### config.mk
export PLATFORM = sky130hd
export DESIGN_NAME = m_wb_irqtimer
export DESIGN_NICKNAME = d
export VERILOG_FILES = /design/src/rtl/m_wb_irqtimer_pkg.sv /design/src/rtl/m_wb_bytewrite.sv /design/src/rtl/m_wb_irqtimer.sv
export SDC_FILE = /design/constraint.sdc
export NUM_CORES = 1
export LEC_CHECK = 0
export BUFFER_PORTS_ARGS = -buffer_cell sky130_fd_sc_hd__buf_2
export CORE_ASPECT_RATIO = 1.1
export CORE_MARGIN = 4
export CORE_UTILIZATION = 25
export DETAILED_ROUTE_END_ITERATION = 6
export GPL_ROUTABILITY_DRIVEN = 0
export PLACE_DENSITY = 0.49
export SYNTH_ARGS = -nofsm -noshare
export SYNTH_HDL_FRONTEND = slang
export SYNTH_HIERARCHICAL = 1
export SYNTH_SLANG_ARGS = --single-unit
### constraint.sdc
create_clock -name CLK_I -period 7.6 [get_ports CLK_I]
set_input_delay 0.38 -clock CLK_I [delete_from_list [all_inputs] [get_ports CLK_I]]
set_output_delay 0.38 -clock CLK_I [all_outputs]
set_load 0.01 [all_outputs]
### src/rtl/m_wb_irqtimer_pkg.sv
// Shared constants for the wishbone countdown/interrupt timer: register
// indices, field bit positions and the byte-lane helper used on writes.
package m_wb_irqtimer_pkg;

    // Register select values seen on ADR_I (bus ADR[3:2])
    localparam logic [1:0] REG_CTRL   = 2'd0;
    localparam logic [1:0] REG_LOAD   = 2'd1;
    localparam logic [1:0] REG_COUNT  = 2'd2;
    localparam logic [1:0] REG_STATUS = 2'd3;

    // CTRL field positions
    localparam int CTRL_EN           = 0;
    localparam int CTRL_AR           = 1;
    localparam int CTRL_IE           = 2;
    localparam int CTRL_PRESCALE_LSB = 8;

    // STATUS field positions
    localparam int STATUS_PEND = 0;
    localparam int STATUS_OVR  = 1;

    // Returns the SEL byte enable that governs data bit bit_idx.
    function automatic logic lane_sel(input logic [3:0] sel, input logic [4:0] bit_idx);
        return sel[bit_idx[4:3]];
    endfunction

endpackage

### src/rtl/m_wb_bytewrite.sv
// WIDTH-bit register with wishbone byte-lane write merge. A bus write always
// beats the secondary update port, so software stores take precedence over
// hardware-generated values (decrement / reload) in the same cycle.
module m_wb_bytewrite
    import m_wb_irqtimer_pkg::*;
#(
    parameter int WIDTH = 32
)
(
    input  logic             clk_i,
    input  logic             rst_i,
    input  logic             wr_i,
    input  logic [3:0]       sel_i,
    input  logic [31:0]      dat_i,
    input  logic             upd_i,
    input  logic [WIDTH-1:0] upd_val_i,
    output logic [WIDTH-1:0] q_o
);

    logic [WIDTH-1:0] q_q;
    logic [WIDTH-1:0] q_d;

    // Next value: merge enabled byte lanes on a bus write, else hardware update
    always_comb begin
        q_d = q_q;
        if (wr_i) begin
            for (int i = 0; i < WIDTH; i++) begin
                if (lane_sel(sel_i, 5'(i))) begin
                    q_d[i] = dat_i[i];
                end
            end
        end else if (upd_i) begin
            q_d = upd_val_i;
        end
    end

    // Register storage
    always_ff @(posedge clk_i or posedge rst_i) begin
        if (rst_i) begin
            q_q <= '0;
        end else begin
            q_q <= q_d;
        end
    end

    assign q_o = q_q;

endmodule

### src/rtl/m_wb_irqtimer.sv
// Wishbone-classic countdown timer with prescaler, auto-reload and a
// registered interrupt request (meip) that feeds the core's external
// interrupt input. WIDTH is expected in 8..32 and PRESCALE_W in 1..24 so the
// prescale field fits in the 32-bit CTRL word.
module m_wb_irqtimer
    import m_wb_irqtimer_pkg::*;
#(
    parameter int WIDTH                    = 32,
    parameter int PRESCALE_W               = 8,
    parameter bit DAT_O_ZERO_WHEN_INACTIVE = 1'b1
)
(
    input  logic        CLK_I,
    input  logic        RST_I,
    input  logic        STB_I,
    input  logic        WE_I,
    input  logic [1:0]  ADR_I,
    input  logic [3:0]  SEL_I,
    input  logic [31:0] DAT_I,
    output logic        ACK_O,
    output logic [31:0] DAT_O,
    output logic        meip
);

    // Handshake: STB_I is qualified by ~ACK_O so a held strobe is accepted
    // every second cycle; the access (and any write) commits at that edge.
    logic        ack_q;
    logic [31:0] dat_q;
    logic        acc;
    logic        wr;
    logic        wr_ctrl, wr_load, wr_count, wr_status;

    logic                  en_q, ar_q, ie_q;
    logic                  en_d, ar_d, ie_d;
    logic [PRESCALE_W-1:0] presc_q, presc_d;
    logic [PRESCALE_W-1:0] pcnt_q, pcnt_d;
    logic                  pend_q, pend_d;
    logic                  ovr_q, ovr_d;
    logic                  meip_q, meip_d;

    logic [WIDTH-1:0] load_q;
    logic [WIDTH-1:0] count_q;
    logic             count_zero;
    logic             tick;
    logic             expire;
    logic             ctrl_sets_en;
    logic             pend_clr, ovr_clr;
    logic             cnt_upd;
    logic [WIDTH-1:0] cnt_upd_val;
    logic [31:0]      rdata;

    assign acc       = STB_I & ~ack_q;
    assign wr        = acc & WE_I;
    assign wr_ctrl   = wr & (ADR_I == REG_CTRL);
    assign wr_load   = wr & (ADR_I == REG_LOAD);
    assign wr_count  = wr & (ADR_I == REG_COUNT);
    assign wr_status = wr & (ADR_I == REG_STATUS);

    // A tick fires when the prescaler has counted PRESCALE+1 enabled cycles.
    // A software COUNT write in the tick cycle wins and suppresses the expire.
    assign tick         = en_q & (pcnt_q == presc_q);
    assign count_zero   = (count_q == '0);
    assign expire       = tick & count_zero & ~wr_count;
    assign ctrl_sets_en = wr_ctrl & SEL_I[0] & DAT_I[CTRL_EN];
    assign pend_clr     = wr_status & SEL_I[0] & DAT_I[STATUS_PEND];
    assign ovr_clr      = wr_status & SEL_I[0] & DAT_I[STATUS_OVR];

    // Counter update: decrement when non-zero, reload old LOAD on expire with AR
    assign cnt_upd     = tick & (~count_zero | ar_q);
    assign cnt_upd_val = count_zero ? load_q : (count_q - WIDTH'(1));

    m_wb_bytewrite #(.WIDTH(WIDTH)) u_load (
        .clk_i     (CLK_I),
        .rst_i     (RST_I),
        .wr_i      (wr_load),
        .sel_i     (SEL_I),
        .dat_i     (DAT_I),
        .upd_i     (1'b0),
        .upd_val_i ('0),
        .q_o       (load_q)
    );

    m_wb_bytewrite #(.WIDTH(WIDTH)) u_count (
        .clk_i     (CLK_I),
        .rst_i     (RST_I),
        .wr_i      (wr_count),
        .sel_i     (SEL_I),
        .dat_i     (DAT_I),
        .upd_i     (cnt_upd),
        .upd_val_i (cnt_upd_val),
        .q_o       (count_q)
    );

    // Next state for CTRL, prescaler and STATUS fields
    always_comb begin
        en_d    = en_q;
        ar_d    = ar_q;
        ie_d    = ie_q;
        presc_d = presc_q;
        if (wr_ctrl) begin
            // Software CTRL write wins over an AR=0 expire clearing EN
            if (SEL_I[0]) begin
                en_d = DAT_I[CTRL_EN];
                ar_d = DAT_I[CTRL_AR];
                ie_d = DAT_I[CTRL_IE];
            end
            for (int i = 0; i < PRESCALE_W; i++) begin
                if (lane_sel(SEL_I, 5'(CTRL_PRESCALE_LSB + i))) begin
                    presc_d[i] = DAT_I[CTRL_PRESCALE_LSB + i];
                end
            end
        end else if (expire & ~ar_q) begin
            en_d = 1'b0;
        end

        if (!en_q || ctrl_sets_en || tick) begin
            pcnt_d = '0;
        end else begin
            pcnt_d = pcnt_q + PRESCALE_W'(1);
        end

        // Set beats clear for PEND; a PEND cleared this cycle does not overrun
        pend_d = (pend_q & ~pend_clr) | expire;
        ovr_d  = (ovr_q & ~ovr_clr) | (expire & pend_q & ~pend_clr);
        meip_d = pend_d & ie_d;
    end

    // Read data mux; unused bits read as zero
    always_comb begin
        rdata = '0;
        case (ADR_I)
            REG_CTRL: begin
                rdata[CTRL_EN] = en_q;
                rdata[CTRL_AR] = ar_q;
                rdata[CTRL_IE] = ie_q;
                rdata[CTRL_PRESCALE_LSB +: PRESCALE_W] = presc_q;
            end
            REG_LOAD:  rdata[WIDTH-1:0] = load_q;
            REG_COUNT: rdata[WIDTH-1:0] = count_q;
            default: begin
                rdata[STATUS_PEND] = pend_q;
                rdata[STATUS_OVR]  = ovr_q;
            end
        endcase
    end

    // Bus handshake: one-cycle ACK pulse with read data captured alongside
    always_ff @(posedge CLK_I or posedge RST_I) begin
        if (RST_I) begin
            ack_q <= 1'b0;
            dat_q <= '0;
        end else begin
            ack_q <= acc;
            if (acc) begin
                dat_q <= rdata;
            end else if (DAT_O_ZERO_WHEN_INACTIVE) begin
                dat_q <= '0;
            end
        end
    end

    // Timer control, prescaler, status and interrupt registers
    always_ff @(posedge CLK_I or posedge RST_I) begin
        if (RST_I) begin
            en_q    <= 1'b0;
            ar_q    <= 1'b0;
            ie_q    <= 1'b0;
            presc_q <= '0;
            pcnt_q  <= '0;
            pend_q  <= 1'b0;
            ovr_q   <= 1'b0;
            meip_q  <= 1'b0;
        end else begin
            en_q    <= en_d;
            ar_q    <= ar_d;
            ie_q    <= ie_d;
            presc_q <= presc_d;
            pcnt_q  <= pcnt_d;
            pend_q  <= pend_d;
            ovr_q   <= ovr_d;
            meip_q  <= meip_d;
        end
    end

    assign ACK_O = ack_q;
    assign DAT_O = dat_q;
    assign meip  = meip_q;

endmodule

==> out/qor.yml <==
hold_viol: 0
p_int_mw: 1.556
synth-seq-area-share: 0.4195
place_ws_ps: 4110
clk_latency_ps: 420
vias: 5505
cp_slowest_cell: "or4_1"
synthArstFlopShare: 1.000
cts-resized-gates: 0
max-clock-path-buffers: 2
synth_edf_count: 0
p_sw_frac: 0.3327
critPathArrivalTime_ps: 3790
vdd_drop_max_uv: 149.9
utilization: 0.3010
cp.required_ps: 7900
timing.final.ws_setup_ps: 4113
critPathCaptureType: "flip-flop"
setup_viol: 0
die_w_um: 168.7
drtIter0Drc: 337
clk_pin_slew_worst_paths_ps: 60
h-tree-depth: 4
grt_pass1_vias: 5627
final_layout_size_suffix_gt1_frac: 0.1762
post_drt_wl_per_cell_um: 17.85
core_area_mm2: 0.02787
synth_cell_type_count: 50
portBuffers: 75
synthesis.area_mm2: 0.007098
p_clk_frac: 0.351
reg2reg_slack_ps: 4110
ys_ff_latch: 119
core.rowCount: 64
cts_setup_buffers: 0
clock-sinks: 119
numCtsBuffers: 17
tightest_slew_ps: 886.5
dieArea_mm2: 0.03116
combPwrFrac: 0.232
cap_viol_max_count: 0
r2r_cells: 8
ant_nets: 0
antenna_found_initial: 0
finClkSkew_ps: 14.87
grt_pass1_wl_mm: 32.71
hold_buffers: 0
overflow: 0
p_leak_nw: 3.971
power_switching_uw: 775.5
cts_tree: "done"
grt_max_degree: 56
final.setup.tns_ps: 0
area_growth_pct: 18.17
io-pin-count: 76
start_util: 0.2547
fmax_ghz: 0.2868
rr_startpoint: "u_count/q_o[18]"
antenna_cells: 0
crit_chain: "or4_1, or3_1, nor3_1, nand3_1, o21a_1, buf_4, and3b_1, a211o_1"
nets: 809
total_power_mw: 2.331
start_kind: "flip-flop"
grt_usage: 0.1329
slew_viol_final: 0
slew_headroom: 0.4036
die_h_um: 184.7
pwr-share-seq: 0.417
p_per_area_mw_per_mm2: 277.9
dpl.hpwl_mm: 14.07
criticalPathCategory: "flip-flop to flip-flop"
rsz0062_at_grt: "no"
synth.avg_cell_area_um2: 10.50
status: "finished clean"
drt_first_pass_iters: 5
layout_min_cycle_time_ps: 3487
worst-path-max-fanout: 18
vias_per_cell: 4.850
timing.rr.end: "u_count/q_o[20]"
slowest_delay_ps: 710
min_period_over_period: 0.4588
syn_inst: 676
synth_warnings: 6
min_path_type: "input pin to async pin"
drt-total-wl_mm: 20.26
synth-main-ff-cell: "dfrtp_1"
root_buffer: "clkbuf_16"
drc: 0
## flip-flops by register name (all words and copies together), names as in the netlist
name         count
pcnt_q           8
presc_q          8
ie_q             1
u_load/q_o      32
ovr_q            1
en_q             1
meip             1
DAT_O           32
ACK_O            1
pend_q           1
u_count/q_o     32
ar_q             1
## worst max path at each step
stage	startpoint	endpoint	slack [ps]	cells past startpoint
2_1_floorplan	u_count/q_o[18]	u_count/q_o[1]	4810	11
3_3_place_gp	u_count/q_o[18]	u_count/q_o[18]	4170	8
3_5_place_dp	u_count/q_o[18]	u_count/q_o[20]	4110	8
4_1_cts	u_count/q_o[18]	u_count/q_o[16]	4090	8
5_1_grt	u_count/q_o[18]	u_count/q_o[16]	3880	8
6_report	u_count/q_o[18]	u_count/q_o[20]	4110	8
## per-stage QoR
stage          cells  area [um^2]  hold slack, ps
3_3_place_gp    1104         7807           475.3
4_1_cts         1135         8388           86.86
5_1_grt         1135         8388           124.8
6_report        1135         8388           71.78
2_1_floorplan    708         7218           454.3
3_5_place_dp    1104         7807           478.2
## power by group through the flow
stage                     combinational, mW  clock [mW]  sequential (mW)
after CTS                             0.545       0.837            0.969
after floorplan                       0.445           0            0.906
after detailed placement              0.542           0            0.979
after global routing                  0.606       0.869            0.999
final                                 0.541       0.819            0.972
after global placement                0.535           0            0.975
## placed cells by master, fill, tap and decap left out, types with 16 or more instances in the layout
cell type	n
nand2_1	16
mux2i_1	92
and3b_1	35
clkbuf_16	17
a22oi_1	21
a21oi_1	28
dfrtp_1	119
buf_2	75
nor2_1	74
conb_1	33
nand3_1	16
and3_1	37
a211o_1	36
xnor2_1	25
## layout make-up
| class | instances | area, um^2 |
|---|---|---|
| fillers | 2921 | 19480 |
| multi-input cells | 529 | 3902 |
| repair buffers | 83 | 435.4 |
| inverters | 10 | 37.54 |
| well taps | 363 | 454.2 |
| clock inverters | 9 | 126.4 |
| clock buffers | 22 | 454.2 |
| flip-flops and latches | 119 | 2978 |
## kinds of logic (layout without fill, tap and decap cells)
group,Yosys count,in the layout,share of synthesized area
AND/OR/NAND/NOR,234,234,0.1953
flip-flops,119,119,0.4195
AO/OA/AOI/OAI,112,112,0.1192
multiplexers,106,106,0.1583
buffers and inverters,60,124,0.04918
XOR/XNOR,37,37,0.04565
adder cells (fa/ha/maj),7,7,0.01234
other,1,33,0.0005283
## synth_stat cells (2+ instances only)
cell | instances | share of area
dfrtp_1 | 119 | 0.42
o21a_1 | 5 | 0.0053
or4_1 | 6 | 0.0063
and2_1 | 2 | 0.0018
a211o_1 | 36 | 0.044
nand2b_1 | 3 | 0.0026
or3_1 | 7 | 0.0062
xnor2_1 | 25 | 0.031
nor2_1 | 74 | 0.039
mux2i_4 | 4 | 0.013
a21oi_1 | 28 | 0.020
buf_2 | 13 | 0.0092
and3_1 | 37 | 0.033
inv_1 | 10 | 0.0053
nand2_1 | 16 | 0.0085
nor4b_1 | 2 | 0.0025
buf_4 | 6 | 0.0063
xor2_1 | 12 | 0.015
clkbuf_1 | 17 | 0.0090
mux2_2 | 10 | 0.016
a22oi_1 | 21 | 0.022
and3b_1 | 35 | 0.043
nor4_4 | 3 | 0.0090
nor4_1 | 8 | 0.0071
a222oi_1 | 11 | 0.016
nand4_1 | 7 | 0.0062
nor3_1 | 10 | 0.0071
clkbuf_2 | 2 | 0.0014
buf_6 | 11 | 0.017
ha_1 | 7 | 0.012
o31ai_1 | 3 | 0.0032
nand3_1 | 17 | 0.012
mux2i_1 | 92 | 0.13
## critical path, delay by kind of cell, from the launching register on
family	cells	cell delay [ps]
AND/OR/NAND/NOR	5	1840
flip-flops	1	410
AO/OA/AOI/OAI	2	730
buffers and inverters	1	380
## layer usage
metal,GRT usage,routed length [um],vias to the layer above,part of all wire
li1,-,-,2648,-
met1,0.1781,9463,2734,0.47
met2,0.2176,9880,105,0.49
met3,0.02917,630,18,0.031
met4,0.03571,284,0,0.014
met5,0,0,-,0
(Power assumes the default switching activity.)
